`src/rtl/cpu_pkg.sv`:
```
// cpu_pkg: shared definitions for the control pipeline.
//   - control-word field offsets for the decoder's 32-bit word
//   - ALU select encodings
//   - EX-stage FSM state type and the per-stage register structs
//   - reg_hit(): one source-vs-destination RAW comparison
package cpu_pkg;

  localparam int CW_RS_HI    = 26;
  localparam int CW_RS_LO    = 22;
  localparam int CW_RT_HI    = 21;
  localparam int CW_RT_LO    = 17;
  localparam int CW_RD_HI    = 16;
  localparam int CW_RD_LO    = 12;
  localparam int CW_DSEL     = 11;
  localparam int CW_CSEL     = 10;
  localparam int CW_ALU_HI   = 9;
  localparam int CW_ALU_LO   = 8;
  localparam int CW_WRRD     = 7;
  localparam int CW_WBSEL    = 6;
  localparam int CW_WBEN     = 5;
  localparam int CW_WBREG_HI = 4;
  localparam int CW_WBREG_LO = 0;

  localparam logic [1:0] ALU_ADD = 2'b00;
  localparam logic [1:0] ALU_SUB = 2'b01;
  localparam logic [1:0] ALU_AND = 2'b10;
  localparam logic [1:0] ALU_OR  = 2'b11;

  typedef enum logic {EX_RUN = 1'b0, EX_MUL = 1'b1} ex_state_t;

  typedef struct packed {
    logic [4:0] rs;
    logic [4:0] rt;
    logic       d_sel;
    logic       c_sel;
    logic [1:0] alu_sel;
    logic       wr_rd;
    logic       wb_sel;
    logic       wb_en;
    logic [4:0] wb_reg;
  } ex_stage_t;

  typedef struct packed {
    logic       wr_rd;
    logic       wb_sel;
    logic       wb_en;
    logic [4:0] wb_reg;
  } mem_stage_t;

  typedef struct packed {
    logic       wb_sel;
    logic       wb_en;
    logic [4:0] wb_reg;
  } wb_stage_t;

  // r0 is hard-wired, so it never carries a dependency.
  function automatic logic reg_hit(input logic used, input logic [4:0] src,
                                   input logic dst_valid, input logic dst_en,
                                   input logic [4:0] dst);
    return used && (src != 5'd0) && dst_valid && dst_en && (src == dst);
  endfunction

endpackage

```
`src/rtl/control_pipe_hazard_unit.sv`:
```
// hazard_unit: combinational RAW check of the incoming control word's read
// sources against the destinations held in EX, MEM and (optionally) WB.
//   rs, rt, live, c_sel, wr_rd : sources/usage of the word on cw_in
//   {ex,mem,wb}_valid/_wb_en/_wb_reg : destination state of each stage
//   hazard : 1 while the incoming word must not be accepted
module hazard_unit
  import cpu_pkg::*;
#(
  parameter bit WB_BYPASS = 1'b1
) (
  input  logic [4:0] rs,
  input  logic [4:0] rt,
  input  logic       live,
  input  logic       c_sel,
  input  logic       wr_rd,
  input  logic       ex_valid,
  input  logic       ex_wb_en,
  input  logic [4:0] ex_wb_reg,
  input  logic       mem_valid,
  input  logic       mem_wb_en,
  input  logic [4:0] mem_wb_reg,
  input  logic       wb_valid,
  input  logic       wb_wb_en,
  input  logic [4:0] wb_wb_reg,
  output logic       hazard
);

  logic rs_used, rt_used;
  logic ex_hit, mem_hit, wb_hit;

  // rt is the B operand unless the immediate is selected; stores always
  // read rt as the data to write.
  assign rs_used = live;
  assign rt_used = live && (!c_sel || wr_rd);

  assign ex_hit  = reg_hit(rs_used, rs, ex_valid, ex_wb_en, ex_wb_reg)
                || reg_hit(rt_used, rt, ex_valid, ex_wb_en, ex_wb_reg);
  assign mem_hit = reg_hit(rs_used, rs, mem_valid, mem_wb_en, mem_wb_reg)
                || reg_hit(rt_used, rt, mem_valid, mem_wb_en, mem_wb_reg);
  // A write-through register file already returns the WB value on read.
  assign wb_hit  = !WB_BYPASS
                && (reg_hit(rs_used, rs, wb_valid, wb_wb_en, wb_wb_reg)
                 || reg_hit(rt_used, rt, wb_valid, wb_wb_en, wb_wb_reg));

  assign hazard = ex_hit || mem_hit || wb_hit;

endmodule

```
`src/rtl/control_pipe.sv`:
```
// control_pipe: carries decoder control words through EX, MEM and WB,
// stalls the decoder on RAW hazards and holds EX for multi-cycle multiplies.
//   clk, rst            : clock, synchronous active-high reset
//   cw_in/valid/ready   : decoder handshake (ready never depends on valid)
//   ex_*                : EX-stage operand/ALU selects
//   mem_valid/mem_wr_rd : MEM-stage valid and store strobe
//   wb_*                : WB-stage select, write enable and destination
//
// EX FSM
//   state  | meaning
//   EX_RUN | EX advances every cycle; a multiply sitting here starts the hold
//   EX_MUL | EX frozen on a multiply, mul_cnt counts down the remaining hold
module control_pipe
  import cpu_pkg::*;
#(
  parameter int MUL_LAT   = 2,
  parameter bit WB_BYPASS = 1'b1
) (
  input  logic        clk,
  input  logic        rst,
  input  logic [31:0] cw_in,
  input  logic        cw_valid,
  output logic        cw_ready,
  output logic        ex_valid,
  output logic [4:0]  ex_rs,
  output logic [4:0]  ex_rt,
  output logic        ex_d_sel,
  output logic        ex_c_sel,
  output logic [1:0]  ex_alu_sel,
  output logic        mem_valid,
  output logic        mem_wr_rd,
  output logic        wb_valid,
  output logic        wb_sel,
  output logic        wb_en,
  output logic [4:0]  wb_reg
);

  localparam bit MUL_STALL = (MUL_LAT > 1);

  ex_state_t  state;
  logic [3:0] mul_cnt;
  ex_stage_t  ex_r;
  mem_stage_t mem_r;
  wb_stage_t  wb_r;
  ex_stage_t  cw_dec;
  logic       live, hazard, ex_hold, accept;
  logic       unused_cw;

  always_comb begin
    cw_dec         = '0;
    cw_dec.rs      = cw_in[CW_RS_HI:CW_RS_LO];
    cw_dec.rt      = cw_in[CW_RT_HI:CW_RT_LO];
    cw_dec.d_sel   = cw_in[CW_DSEL];
    cw_dec.c_sel   = cw_in[CW_CSEL];
    cw_dec.alu_sel = cw_in[CW_ALU_HI:CW_ALU_LO];
    cw_dec.wr_rd   = cw_in[CW_WRRD];
    cw_dec.wb_sel  = cw_in[CW_WBSEL];
    cw_dec.wb_en   = cw_in[CW_WBEN];
    cw_dec.wb_reg  = cw_in[CW_WBREG_HI:CW_WBREG_LO];
  end

  // rd and the top pad bits are not needed by the control path.
  assign unused_cw = ^{cw_in[31:27], cw_in[CW_RD_HI:CW_RD_LO]};

  assign live = cw_in[CW_WBEN] | cw_in[CW_WRRD];

  hazard_unit #(.WB_BYPASS(WB_BYPASS)) u_hazard (
    .rs         (cw_dec.rs),
    .rt         (cw_dec.rt),
    .live       (live),
    .c_sel      (cw_dec.c_sel),
    .wr_rd      (cw_dec.wr_rd),
    .ex_valid   (ex_valid),
    .ex_wb_en   (ex_r.wb_en),
    .ex_wb_reg  (ex_r.wb_reg),
    .mem_valid  (mem_valid),
    .mem_wb_en  (mem_r.wb_en),
    .mem_wb_reg (mem_r.wb_reg),
    .wb_valid   (wb_valid),
    .wb_wb_en   (wb_r.wb_en),
    .wb_wb_reg  (wb_r.wb_reg),
    .hazard     (hazard)
  );

  // The multiply occupies EX for its first cycle in EX_RUN plus MUL_LAT-1
  // cycles in EX_MUL; on the last one (mul_cnt==1) EX advances, so the
  // decoder may hand over the next word on that same edge.
  assign ex_hold = MUL_STALL
                && ((state == EX_RUN && ex_valid && ex_r.d_sel)
                 || (state == EX_MUL && mul_cnt != 4'd1));

  assign cw_ready = !rst && !ex_hold && !hazard;
  assign accept   = cw_valid && cw_ready;

  always_ff @(posedge clk) begin
    if (rst) begin
      state     <= EX_RUN;
      mul_cnt   <= 4'd0;
      ex_valid  <= 1'b0;
      ex_r      <= '0;
      mem_valid <= 1'b0;
      mem_r     <= '0;
      wb_valid  <= 1'b0;
      wb_r      <= '0;
    end else begin
      wb_valid    <= mem_valid;
      wb_r.wb_sel <= mem_r.wb_sel;
      wb_r.wb_en  <= mem_r.wb_en;
      wb_r.wb_reg <= mem_r.wb_reg;

      if (ex_hold) begin
        mem_valid <= 1'b0;
        mem_r     <= '0;
      end else begin
        mem_valid    <= ex_valid;
        mem_r.wr_rd  <= ex_r.wr_rd;
        mem_r.wb_sel <= ex_r.wb_sel;
        mem_r.wb_en  <= ex_r.wb_en;
        mem_r.wb_reg <= ex_r.wb_reg;
        if (accept && live) begin
          ex_valid <= 1'b1;
          ex_r     <= cw_dec;
        end else begin
          ex_valid <= 1'b0;
          ex_r     <= '0;
        end
      end

      case (state)
        EX_RUN: begin
          if (MUL_STALL && ex_valid && ex_r.d_sel) begin
            state   <= EX_MUL;
            mul_cnt <= 4'(MUL_LAT - 1);
          end
        end
        EX_MUL: begin
          if (mul_cnt == 4'd1) begin
            state   <= EX_RUN;
            mul_cnt <= 4'd0;
          end else begin
            mul_cnt <= mul_cnt - 4'd1;
          end
        end
        default: begin
          state   <= EX_RUN;
          mul_cnt <= 4'd0;
        end
      endcase
    end
  end

  assign ex_rs      = ex_r.rs;
  assign ex_rt      = ex_r.rt;
  assign ex_d_sel   = ex_r.d_sel;
  assign ex_c_sel   = ex_r.c_sel;
  assign ex_alu_sel = ex_r.alu_sel;
  assign mem_wr_rd  = mem_valid & mem_r.wr_rd;
  assign wb_sel     = wb_r.wb_sel;
  assign wb_en      = wb_valid & wb_r.wb_en;
  assign wb_reg     = wb_r.wb_reg;

endmodule

```
`config.mk`:
```
export PLATFORM = sky130hd
export DESIGN_NAME = control_pipe
export DESIGN_NICKNAME = d
export VERILOG_FILES = /design/src/rtl/cpu_pkg.sv /design/src/rtl/control_pipe_hazard_unit.sv /design/src/rtl/control_pipe.sv
export SDC_FILE = /design/constraint.sdc
export NUM_CORES = 1
export LEC_CHECK = 0
export BUFFER_PORTS_ARGS = -buffer_cell sky130_fd_sc_hd__buf_2
export CORE_MARGIN = 4
export CORE_UTILIZATION = 51
export DETAILED_ROUTE_END_ITERATION = 7
export PLACE_DENSITY = 0.85
export REMOVE_ABC_BUFFERS = 1
export SYNTH_ARGS = -nofsm -noshare
export SYNTH_HDL_FRONTEND = slang
export SYNTH_SLANG_ARGS = --single-unit
```
`constraint.sdc`:
```
create_clock -name clk -period 2.3 [get_ports clk]
set_input_delay 0.115 -clock clk [delete_from_list [all_inputs] [get_ports clk]]
set_output_delay 0.115 -clock clk [all_outputs]
set_load 0.03 [all_outputs]
```
* Yosys cells after proc, flatten, opt, wreduce, memory -nomap -nowiden *
Index checks and enable logic that the tools add are counted.

cells by class
  bitwise operators = 4
  mux-type cells = 8
  eq/ne operators = 7
  reduce and logical (&&, ||, !) cells = 35
  add/subtract/negate cells = 1

operators by type and width
  operator                                           count
  logical AND 1 bit                                  23
  2-to-1 mux 22 bit                                  1
  == test 5 bit                                      4
  nonzero test 5 bit                                 2
  2-to-1 mux 4 bit                                   2
  one-hot mux 4 bit (2 select lines)                 1
  logical OR 1 bit                                   5
  == test 4 x 1 -> 1 bit (second input constant)     1
  logical NOT 1 bit                                  4
  != test 4 x 1 -> 1 bit (second input constant)     1
  subtractor 4 x 1 -> 4 bit (second input constant)  1
  2-to-1 mux 1 bit                                   3
  AND 1 bit                                          2
  != test 2 x 1 -> 1 bit (second input constant)     1
  one-hot mux 1 bit (2 select lines)                 1
  OR reduction 2 bit                                 1
  inverter 1 bit                                     1
  bitwise OR 1 bit                                   1

storage, ports and cells
  input port bits = 35
  logic and storage cells = 76
  register bits after elaboration = 45

* Depth between registers and ports, before layout *
Gate-level depths: netlist of the first run.

  depth in word-level cells = 14
  depth in mapped cells = 9
  gate-level depth less buffers = 7

* Hierarchy *
From an unflattened synthesis of the first run, not the netlist that was laid out.

unflattened totals
  cells, all modules = 228
  area, all modules = 2184.6 um^2

by module, submodules not included
  module        cells an instance  area each (um^2)  instances  seq. area each (um^2)
  control_pipe  191                1906.8            1          900.9
  hazard_unit   37                 277.8             1          0.0

* Worst setup path after synthesis of the first run *
No wires, ideal clock.

  path kind = flip-flop to output port
  start = register ex_valid
  end = output cw_ready
  path slack = 0.520 ns
  required time = 2.185 ns
  buffers on the path = 1
  arrival time = 1.665 ns
  cell stages (with the launch flop) = 7
  cells stage by stage = dfxtp_1 > a21oi_1 > a21oi_1 > nor2_4 > o21ai_4 > buf_6 > nor2_1

between the ends
  longest elaborated chain between the ends = 7
  elaborated cells between the ends (all ways) = 15

ends and longest elaborated chain
  item                             line                            text
  start, declared                  control_pipe.sv:24              output logic ex_valid,
  start signal, assigned           control_pipe.sv:99              ex_valid <= 1'b0;
  start signal, assigned           control_pipe.sv:121             ex_valid <= 1'b1;
  start signal, assigned           control_pipe.sv:124             ex_valid <= 1'b0;
  logical AND 1 bit (3 in series)  cpu_pkg.sv:60                   return used && (src != 5'd0) && dst_valid && dst_en && (src == dst);
  logical OR 1 bit                 control_pipe_hazard_unit.sv:37  || reg_hit(rt_used, rt, ex_valid, ex_wb_en, ex_wb_reg);
  logical OR 1 bit                 control_pipe_hazard_unit.sv:45  assign hazard = ex_hit || mem_hit || wb_hit;
  logical NOT 1 bit                control_pipe.sv:92              assign cw_ready = !rst && !ex_hold && !hazard;
  logical AND 1 bit *              control_pipe.sv:92
  end, declared                    control_pipe.sv:23              output logic cw_ready,

Every way passes the cells marked *; elsewhere a longest branch is shown, timed or not.

* Final worst setup path of the first run *
  start = register ex_r[2] (netlist name)
  end = output cw_ready

between the ends
  longest elaborated chain between the ends = 6
  elaborated cells between the ends (all ways) = 8

ends and longest elaborated chain
  item                    line                            text
  start, declared         control_pipe.sv:42              ex_stage_t ex_r;
  start signal, assigned  control_pipe.sv:122             ex_r <= cw_dec;
  == test 5 bit           cpu_pkg.sv:60
  logical AND 1 bit       cpu_pkg.sv:60
  logical OR 1 bit *      control_pipe_hazard_unit.sv:37
  logical OR 1 bit *      control_pipe_hazard_unit.sv:45
  logical NOT 1 bit *     control_pipe.sv:92
  logical AND 1 bit *     control_pipe.sv:92

Marked as above.

==> results by group, run 1 <==
Pwr
  – Logic pwr share: 0.116
  – Power per cell area: 660 mW/mm²
  – Clk pwr share: 0.377
  – Sw frac: 0.243
  – Worst VDD drop: ~440 µV
  – LEAKAGE: 1.07 nW
  – Sw Pwr: 0.393 mW
  – Sequential Power Share: 0.507
  – Internal Dissipation: around 1.2 mW

Route
  – Via/cell ratio: 5.26
  – DRT Wirelength: between 4000 and 5000 µm
  – DRT antenna net count: 0
  – Routed len/inst: around 14 µm
  – DR iter-0 viols: 74
  – Drc violations: 0
  – Via count: around 1600
  – Drt pass-1 iters: 4

Final layout
  – Top flop regs: ex_r (8), mem_r (8)
  – Antenna diodes: 0
  – Non-Filler Instances: about 310
  – P&R area growth vs syn: 15.8%
  – Layout cells sized above 1: 0.332
  – Final net count: 298

Placed design
  – RD Place Congestion: around 0.83
  – Number of I/O port buffers: 50
  – Cell total after placement: 302
  – Post-DP HPWL: 3060 µm

Clocking
  – CTS tree: done
  – Register clock-pin slew on the reported worst setup and hold paths: roughly 0.08 ns
  – Post-CTS Hold Fix Bufs: 0
  – Clock sinks: between 40 and 50
  – CTS H-Tree Depth: 2
  – CTS Buffer Depth: 2
  – Clk_lat worst skew: 0.30 ns
  – Root Driver: clkbuf_8
  – CTS Buf Count: 5

Synth
  – Post-synth EDFFs: 0
  – Synth Warn #: 0
  – Largest cells by area after synthesis: dfxtp_1, o31ai_2, xor2_1
  – Post-synth top area share: 0.426
  – Synth Register Bits: 45
  – Seq/Total Area, Yosys: 0.426
  – Syn_area_per_cell: about 9.5 µm²
  – Primary FF master, synth: dfxtp_1
  – Post-Syn Instances: roughly 220
  – Dominant cell type by area after synthesis: dfxtp_1
  – Yosys cell types: 33
  – Synth async-reset ratio: 0
  – Post-Synthesis Cell Area: ~0.0021 mm²

Timing
  – Part of the cycle the worst path needs: 0.915
  – Final setup violation count: 0
  – Final worst path period need: 2.10 ns
  – Endpoints failing hold: 0
  – F_max: about 480 MHz
  – Final setup TNS: 0 ns
  – Max-slew violation count: 0
  – RSZ-0062 raised after global routing: no
  – Final clock skew: roughly 0.0052 ns
  – Rel. slew slack: 0.410
  – Worst Tran Pin Value: 0.884 ns

Critical path
  – WP data required: about 2.2 ns
  – Startpoint class of the critical path: flip-flop
  – Critical path arrival: ~2 ns
  – Worst reg-to-reg path cell count: 5
  – CP Capture Type: output pin
  – Type of the worst setup path: flip-flop to output pin
  – Critical path peak fanout: 10

Global routing
  – Antenna violations before repair: 0
  – First-pass GRT wire length: ~7300 µm
  – All-Layer GR Usage: 0.176
  – Largest net degree at the start of global routing: 25
  – Number of global-route vias before repair: ~1600
  – Grt ovf: 0

Floorplanning
  – Die Area: between 0.005 and 0.006 mm²
  – Starting Density: 0.529
  – Boundary pin count: ~60
  – Core Box Area: about 0.0040 mm²
  – Die width: 72.4 µm
  – FP Rows: 23
  – Die H: 72.4 µm

Worst hold path
  – HP Class: input pin to flip-flop
  – Hold-critical path depth: 3

Run status
  – Status: complete, no violations

Run
  – Max Cap Viol: 0
-- final cells by class --
class | count | area (µm²)
Tap cell | 50 | 62.6
Multi-Input combinational cell | 152 | 1060
Clock inverter | 1 | 30.0
Timing Repair Buffer | 55 | 300
Sequential cell | 45 | 901
Fill cell | 338 | 1550
Inverter | 2 | 7.51
Clock buffer | 7 | 86.3
-- routing by layer --
layer	track usage	wire [µm]	part of all wire	up-vias
li1	-	-	-	830
met1	0.215	1850	0.42	751
met2	0.297	2160	0.49	51
met3	0.0471	292	0.067	8
met4	0.0676	76	0.017	0
met5	0	0	0	-
-- worst paths after layout --
kind / slack (ns) / startpoint / end
worst min-delay path: 0.08 / cw_in[5] / ex_r[5]
worst min register to register: 0.45 / mem_r[6] / wb_sel
worst max-delay path: 0.20 / ex_r[2] / cw_ready
worst max register to register: 0.31 / ex_r[4] / ex_d_sel
-- cells in the final DEF (no fill, tap or decap), types with 2 or more instances in the layout --
cell / synthesis / routed
nor4_1: 4 / 4
a21oi_1: 5 / 5
nand4_1: 3 / 3
xor2_1: 20 / 20
o31ai_4: 2 / 2
buf_2: 2 / 50
inv_1: 2 / 2
o31ai_1: 4 / 4
nor2_1: 8 / 7
o21ai_0: 5 / 5
or3b_2: 2 / 2
nand3_1: 17 / 17
buf_4: 14 / 4
and2_1: 12 / 12
ha_1: 2 / 2
nor2_4: 1 / 2
a22oi_1: 2 / 2
nor2b_1: 12 / 12
o31ai_2: 14 / 14
nand2_1: 28 / 28
clkbuf_8: 0 / 6
dfxtp_1: 45 / 45
-- worst max-delay path, cell delays in order (launching register included) --
cell	delay (ns)
dfxtp_1	0.36
xor2_1	0.18
nor4_1	0.32
a22oi_1	0.22
nor2_4	0.34
nor2_1	0.08
buf_2	0.19
-- stage by stage --
step | util | hold WS (ns) | setup WS [ns] | cell area (µm²) | power (mW)
after floorplan | - | 0.184 | -0.381 | 1960 | 0.947
after global placement | 0.579 | 0.390 | 0.201 | 2310 | 1.02
after detailed placement | 0.579 | 0.395 | 0.199 | 2310 | 1.02
after CTS | 0.610 | 0.0821 | 0.0245 | 2440 | 1.63
after global routing | 0.613 | 0.0840 | 0.0236 | 2450 | 1.68
final | 0.613 | 0.0846 | 0.196 | 2450 | 1.62
-- synth_stat cells, types with 2 or more instances --
cell and instances:
or3b_2 2, o31ai_1 4, o31ai_2 14, xor2_1 20
nor4_1 4, nor2b_1 12, nor2_1 8, nand4_1 3
buf_4 14, o31ai_4 2, a21oi_1 5, nand3_1 17
a22oi_1 2, ha_1 2, and2_1 12, buf_6 2
o21ai_0 5, clkbuf_1 6, nand2_1 28, dfxtp_1 45
inv_1 2, buf_2 2
-- logic make-up after synthesis --
logic type	count (synthesis)	share of synthesized area
xor+xnor	20	0.0827
compound gates	36	0.171
flops	45	0.426
fa+ha+maj	2	0.0118
buf+inv	26	0.0792
simple gates	93	0.230
-- power groups by stage --
stage	combinational, mW	clock [mW]	sequential, mW
6_report	0.187	0.610	0.821
5_1_grt	0.204	0.652	0.825
4_1_cts	0.186	0.621	0.821
3_5_place_dp	0.183	0	0.839
3_3_place_gp	0.179	0	0.838
2_1_floorplan	0.0837	0	0.863
-- repair_timing --
item,in CTS,in global routing
buffers inserted,0,1
gates resized for setup,0,1
cloned,1,0
endpoints found under the setup margin,1,1
pin swaps,1,1
(Power assumes the default switching activity.)
==> run 2: changes to the inputs <==
--- a/constraint.sdc
+++ b/constraint.sdc
@@ -3,2 +3,2 @@
 set_output_delay 0.115 -clock clk [all_outputs]
-set_load 0.03 [all_outputs]
+set_load 0.02 [all_outputs]
==> results by group, run 2 (synthesis gave the netlist of run 1 again) <==
Clocking
  – Clock sinks: 45
  – Post-CTS Hold Fix Bufs: 0
  – CTS H-Tree Depth: 2
  – Register clock-pin slew on the reported worst setup and hold paths: 0.08 ns
  – CTS Buffer Depth: 2
  – CTS Buf Count: 5
  – Clk_lat worst skew: 0.30 ns
  – Root Driver: clkbuf_8
  – CTS tree: done

Critical path
  – CP Buf/Inv Count: 1
  – Worst reg-to-reg path cell count: 5
  – Critical path arrival: 1.97 ns
  – Cell family with most CP delay: compound AO/OA/AOI/OAI gates
  – CP peak stage delay: around 0.41 ns
  – Reg2reg setup slack: 0.28 ns
  – R2r endpoint: ex_rs[3]
  – Type of the worst setup path: flip-flop to output pin
  – Startpoint class of the critical path: flip-flop
  – Reg-to-reg startpoint: ex_r[1]
  – WP data required: ~2.2 ns
  – Crit-path slowest cell: o21ai_4
  – Critical path destination: cw_ready
  – Crit-path cells: xor2_1 > nor4_1 > a22oi_1 > o21ai_4 > nor2_1 > buf_2
  – Crit. Startpoint: ex_r[1]
  – Critical path peak fanout: 12
  – WP depth: 6
  – CP Capture Type: output pin

Pwr
  – Sequential Power Share: 0.538
  – Total power draw: between 1.5 and 2 mW
  – Clk pwr share: 0.344
  – LEAKAGE: 1.06 nW
  – Worst VDD drop: 400 µV
  – Sw Pwr: roughly 0.38 mW
  – Logic pwr share: 0.118
  – Sw frac: 0.249
  – Internal Dissipation: 1.15 mW
  – Power per cell area: roughly 630 mW/mm²

Placed design
  – Post-DP HPWL: 3020 µm
  – Number of I/O port buffers: 50
  – RD Place Congestion: between 0.8 and 0.9

Run
  – Max Cap Viol: 0

Global routing
  – First-pass GRT wire length: roughly 7100 µm
  – All-Layer GR Usage: 0.176
  – Antenna violations before repair: 0
  – Grt ovf: 0
  – Number of global-route vias before repair: 1597
  – Largest net degree at the start of global routing: 25

Final layout
  – P&R area growth vs syn: 14.8%
  – Fillers: 343
  – Antenna diodes: 0
  – Leading cell type in the layout, fill and taps excluded: buf_2
  – Most frequent cells in the layout: buf_2, dfxtp_1, nand2_1
  – Util after Layout: 0.608
  – Final net count: roughly 300
  – Top flop regs: ex_r (8), mem_r (8)
  – Layout cells sized above 1: 0.338

Route
  – Drc violations: 0
  – Routed len/inst: 13.9 µm
  – DRT Wirelength: 4350 µm
  – DRT antenna net count: 0
  – Via count: between 1500 and 2000
  – Drt pass-1 iters: 4
  – Via/cell ratio: 5.27
  – DR iter-0 viols: 58

Worst hold path
  – Hold-critical path depth: 3
  – HP Class: input pin to flip-flop

Timing
  – Final setup violation count: 0
  – Final worst path period need: roughly 2.1 ns
  – Part of the cycle the worst path needs: 0.905
  – F_max: 481 MHz
  – RSZ-0062 raised after global routing: no
  – Final clock skew: around 0.0046 ns
  – Endpoints failing hold: 0
  – Max-slew violation count: 0
  – Rel. slew slack: 0.380
  – Worst Tran Pin Value: just over 0.9 ns

Floorplanning
  – Die H: just over 70 µm
  – FP Rows: 23
  – Starting Density: 0.529
  – Core Box Area: ~0.0040 mm²
  – Boundary pin count: 61
  – Die Area: 0.00525 mm²
  – Die width: 72.4 µm

Run status
  – Status: complete, no violations
==> run 2: worst min-delay path by stage <==
stage          slack [ns]       endpoint       from
3_3_place_gp         0.39  ex_alu_sel[1]   cw_in[9]
4_1_cts              0.08        ex_r[4]   cw_in[4]
5_1_grt              0.09        ex_r[0]   cw_in[0]
6_report             0.09       ex_d_sel  cw_in[11]
2_1_floorplan        0.18     mul_cnt[2]        rst
3_5_place_dp         0.40        ex_r[6]   cw_in[6]
==> run 2: final cells by class <==
class                      count  area [µm²]  share of cell area
multi-input combinational    152        1060               0.436
tap                           50        62.6              0.0257
inverter                       2        7.51             0.00309
timing repair buffer          56         299               0.123
clock inverter                 1        5.00             0.00206
sequential                    45         901               0.371
clock buffer                   7        96.3              0.0396
==> run 2: worst min-delay path, cell delays in order <==
cell	delay, ns
buf_2	0.10
nand3_1	0.08
o31ai_2	0.06
==> run 2: timing repair <==
action,CTS,global route
buffers inserted,0,4
gates cloned,1,0
resized for setup,0,1
pin swaps,1,1
endpoints found under the setup margin,1,1
==> run 2: per-stage QoR <==
stage / TNS [ns] / worst slack [ns] / cells / hold slack (ns) / cell area (µm²)
3_3_place_gp: 0 / 0.226 / 300 / 0.390 / 2290
3_5_place_dp: 0 / 0.193 / 300 / 0.401 / 2290
2_1_floorplan: -3.32 / -0.285 / 198 / 0.184 / 1960
4_1_cts: 0 / 0.184 / 309 / 0.0843 / 2400
6_report: 0 / 0.219 / 313 / 0.0863 / 2430
5_1_grt: 0 / 0.0365 / 313 / 0.0853 / 2430
==> run 2: power by group through the flow <==
stage | sequential, mW | clock (mW) | combinational (mW)
final | 0.821 | 0.524 | 0.180
after global routing | 0.825 | 0.560 | 0.198
after CTS | 0.821 | 0.532 | 0.176
after detailed placement | 0.839 | 0 | 0.172
after global placement | 0.838 | 0 | 0.168
after floorplan | 0.853 | 0 | 0.0828
==> run 2: layer usage <==
| layer | global-route usage | part of all wire |
|---|---|---|
| met1 | 0.197 | 0.43 |
| met3 | 0.0568 | 0.066 |
| met4 | 0.0922 | 0.018 |
| met5 | 0 | 0 |
| met2 | 0.296 | 0.49 |
==> run 3: changes to the inputs <==
- ABC_AREA: not set -> 1
==> results by group, run 3 <==
Run status
  – Status: complete, no violations

Timing
  – Final clock skew: about 0.0098 ns
  – Hold_ws: just under 0.05 ns
  – Final setup violation count: 0
  – Final setup TNS: 0 ns
  – Rel. slew slack: 0.468
  – RSZ-0062 raised after global routing: no
  – Final worst path period need: just over 2 ns
  – Part of the cycle the worst path needs: 0.898
  – Worst Tran Pin Value: roughly 0.80 ns
  – F_max: 484 MHz
  – Endpoints failing hold: 0
  – Max-slew violation count: 0
  – Post-route setup slack: 0.234 ns

Final layout
  – Top flop regs: ex_r (8), mem_r (8)
  – Fillers: about 370
  – Multi-input logic area: 920 µm²
  – Final net count: 365
  – P&R area growth vs syn: 12.5%
  – Layout cells sized above 1: 0.201
  – Antenna diodes: 0
  – Reg area: around 900 µm²
  – Most frequent cells in the layout: nand2_1, buf_2, dfxtp_1
  – Leading cell type in the layout, fill and taps excluded: nand2_1
  – Util after Layout: 0.590

Clocking
  – Register clock-pin slew on the reported worst setup and hold paths: 0.09 ns
  – CTS H-Tree Depth: 2
  – Post-CTS Setup Bufs: 0
  – Post-CTS Resized: 1
  – CTS tree: done
  – Clk_lat worst skew: ~0.3 ns
  – Clock sinks: 45
  – CTS Buf Count: 5
  – CTS Buffer Depth: 2
  – Post-CTS Hold Fix Bufs: 0
  – Root Driver: clkbuf_8

Floorplanning
  – FP Rows: 23
  – Die width: 72.1 µm
  – Boundary pin count: slightly above 60
  – Die H: around 72 µm
  – Starting Density: 0.524
  – Core Box Area: 0.00400 mm²
  – Die Area: roughly 0.0052 mm²

Synth
  – Syn_area_per_cell: between 7 and 8 µm²
  – Post-synth EDFFs: 0
  – Synth Register Bits: 45
  – Top cells by count, synth: nand2_1, dfxtp_1, inv_1
  – Largest cells by area after synthesis: dfxtp_1, nand2_1, nand4_1
  – Post-Syn Instances: ~290
  – Post-synth top area share: 0.430
  – Post-Synthesis Cell Area: ~0.0021 mm²
  – Primary FF master, synth: dfxtp_1
  – Count leader, synth: nand2_1
  – Seq/Total Area, Yosys: 0.430
  – Synth async-reset ratio: 0
  – Yosys cell types: 26
  – Synth Warn #: 0
  – Dominant cell type by area after synthesis: dfxtp_1

Route
  – DRT antenna net count: 0
  – Via/cell ratio: roughly 5
  – Routed len/inst: approximately 11 µm
  – Via count: between 1500 and 2000
  – Drt pass-1 iters: 4
  – Drc violations: 0
  – DR iter-0 viols: roughly 110
  – DRT Wirelength: 4270 µm

Critical path
  – Crit-path slowest cell: dfxtp_1
  – Startpoint class of the critical path: flip-flop
  – Critical path arrival: roughly 2.0 ns
  – R2r endpoint: ex_r[0]
  – Cell family with most CP delay: simple AND/OR/NAND/NOR gates
  – WP data required: around 2.2 ns
  – CP Capture Type: output pin
  – CP peak stage delay: around 0.40 ns
  – CP Buf/Inv Count: 1
  – Worst reg-to-reg path cell count: 8
  – Crit-path cells: ha_1 > a21oi_2 > a31oi_4 > nand2_4 > nor2_4 > and2_2 > buf_2
  – Reg2reg setup slack: between 0.4 and 0.5 ns
  – Critical path peak fanout: 10
  – Reg-to-reg startpoint: mul_cnt[0]
  – Type of the worst setup path: flip-flop to output pin
  – WP depth: 7

Global routing
  – First-pass GRT wire length: a little over 7000 µm
  – Met3 GRT Util: 0.0429
  – Grt ovf: 0
  – Antenna violations before repair: 0
  – Met2 usage: 0.278
  – All-Layer GR Usage: 0.173
  – Met1 usage: 0.218
  – Number of global-route vias before repair: around 1700
  – Largest net degree at the start of global routing: 25
  – GR peak layer: met2

Placed design
  – Dpl ws: 0.347 ns
  – RD Place Congestion: 0.857
  – Number of I/O port buffers: 50
  – Post-DP HPWL: ~3100 µm

Worst hold path
  – Hold_sp: cw_in[2]
  – Hold-critical path depth: 3
  – Worst Hold End: ex_r[2]
  – HP Class: input pin to flip-flop

Pwr
  – Power per cell area: just over 600 mW/mm²
  – Worst VDD drop: ~410 µV
  – LEAKAGE: about 1.2 nW
  – Total power draw: about 1.5 mW

Run
  – Max Cap Viol: 0
-- run 3: cells by family after synthesis --
| logic type | Yosys count | share of synthesized area |
|---|---|---|
| buffers and inverters | 57 | 0.134 |
| DFF | 45 | 0.430 |
| xor gates and xnor gates | 9 | 0.0376 |
| and+or+nand+nor | 166 | 0.346 |
| adders and majority gates | 2 | 0.0119 |
| AOI/OAI and AO/OA | 12 | 0.0412 |
-- run 3: stage by stage --
| stage | area, µm² | cells |
|---|---|---|
| 4_1_cts | 2360 | 379 |
| 3_3_place_gp | 2270 | 371 |
| 2_1_floorplan | 1950 | 270 |
| 5_1_grt | 2360 | 379 |
| 3_5_place_dp | 2270 | 371 |
| 6_report | 2360 | 379 |
-- run 3: area by class of cell --
cell class / instances / area share
inverter: 36 / 0.0573
clock inverter: 2 / 0.00424
sequential: 45 / 0.382
multi-input combinational: 189 / 0.390
tap: 50 / 0.0265
clock buffer: 6 / 0.0308
timing repair buffer: 51 / 0.109
-- run 3: how the worst max path moves through the flow --
stage          endpoint       start
3_3_place_gp   cw_ready    mem_r[3]
4_1_cts        cw_ready  mul_cnt[0]
5_1_grt        cw_ready  mul_cnt[0]
3_5_place_dp   cw_ready    mem_r[2]
6_report       cw_ready  mul_cnt[0]
2_1_floorplan  cw_ready  mul_cnt[0]
-- run 3: per-layer routing --
layer / part of all wire / wire, µm
met4: 0.020 / 87
met5: 0 / 0
met2: 0.47 / 2020
met3: 0.072 / 306
met1: 0.43 / 1850
-- run 3: power by group --
group | internal, mW | total (mW) | switching (mW)
combinational | 0.0640 | 0.174 | 0.110
clock | 0.211 | 0.471 | 0.260
sequential | 0.804 | 0.823 | 0.0189
-- run 3: tightest hold or removal path: stages --
cell,delay [ns]
buf_2,0.08
nand4_1,0.07
nand2_1,0.06
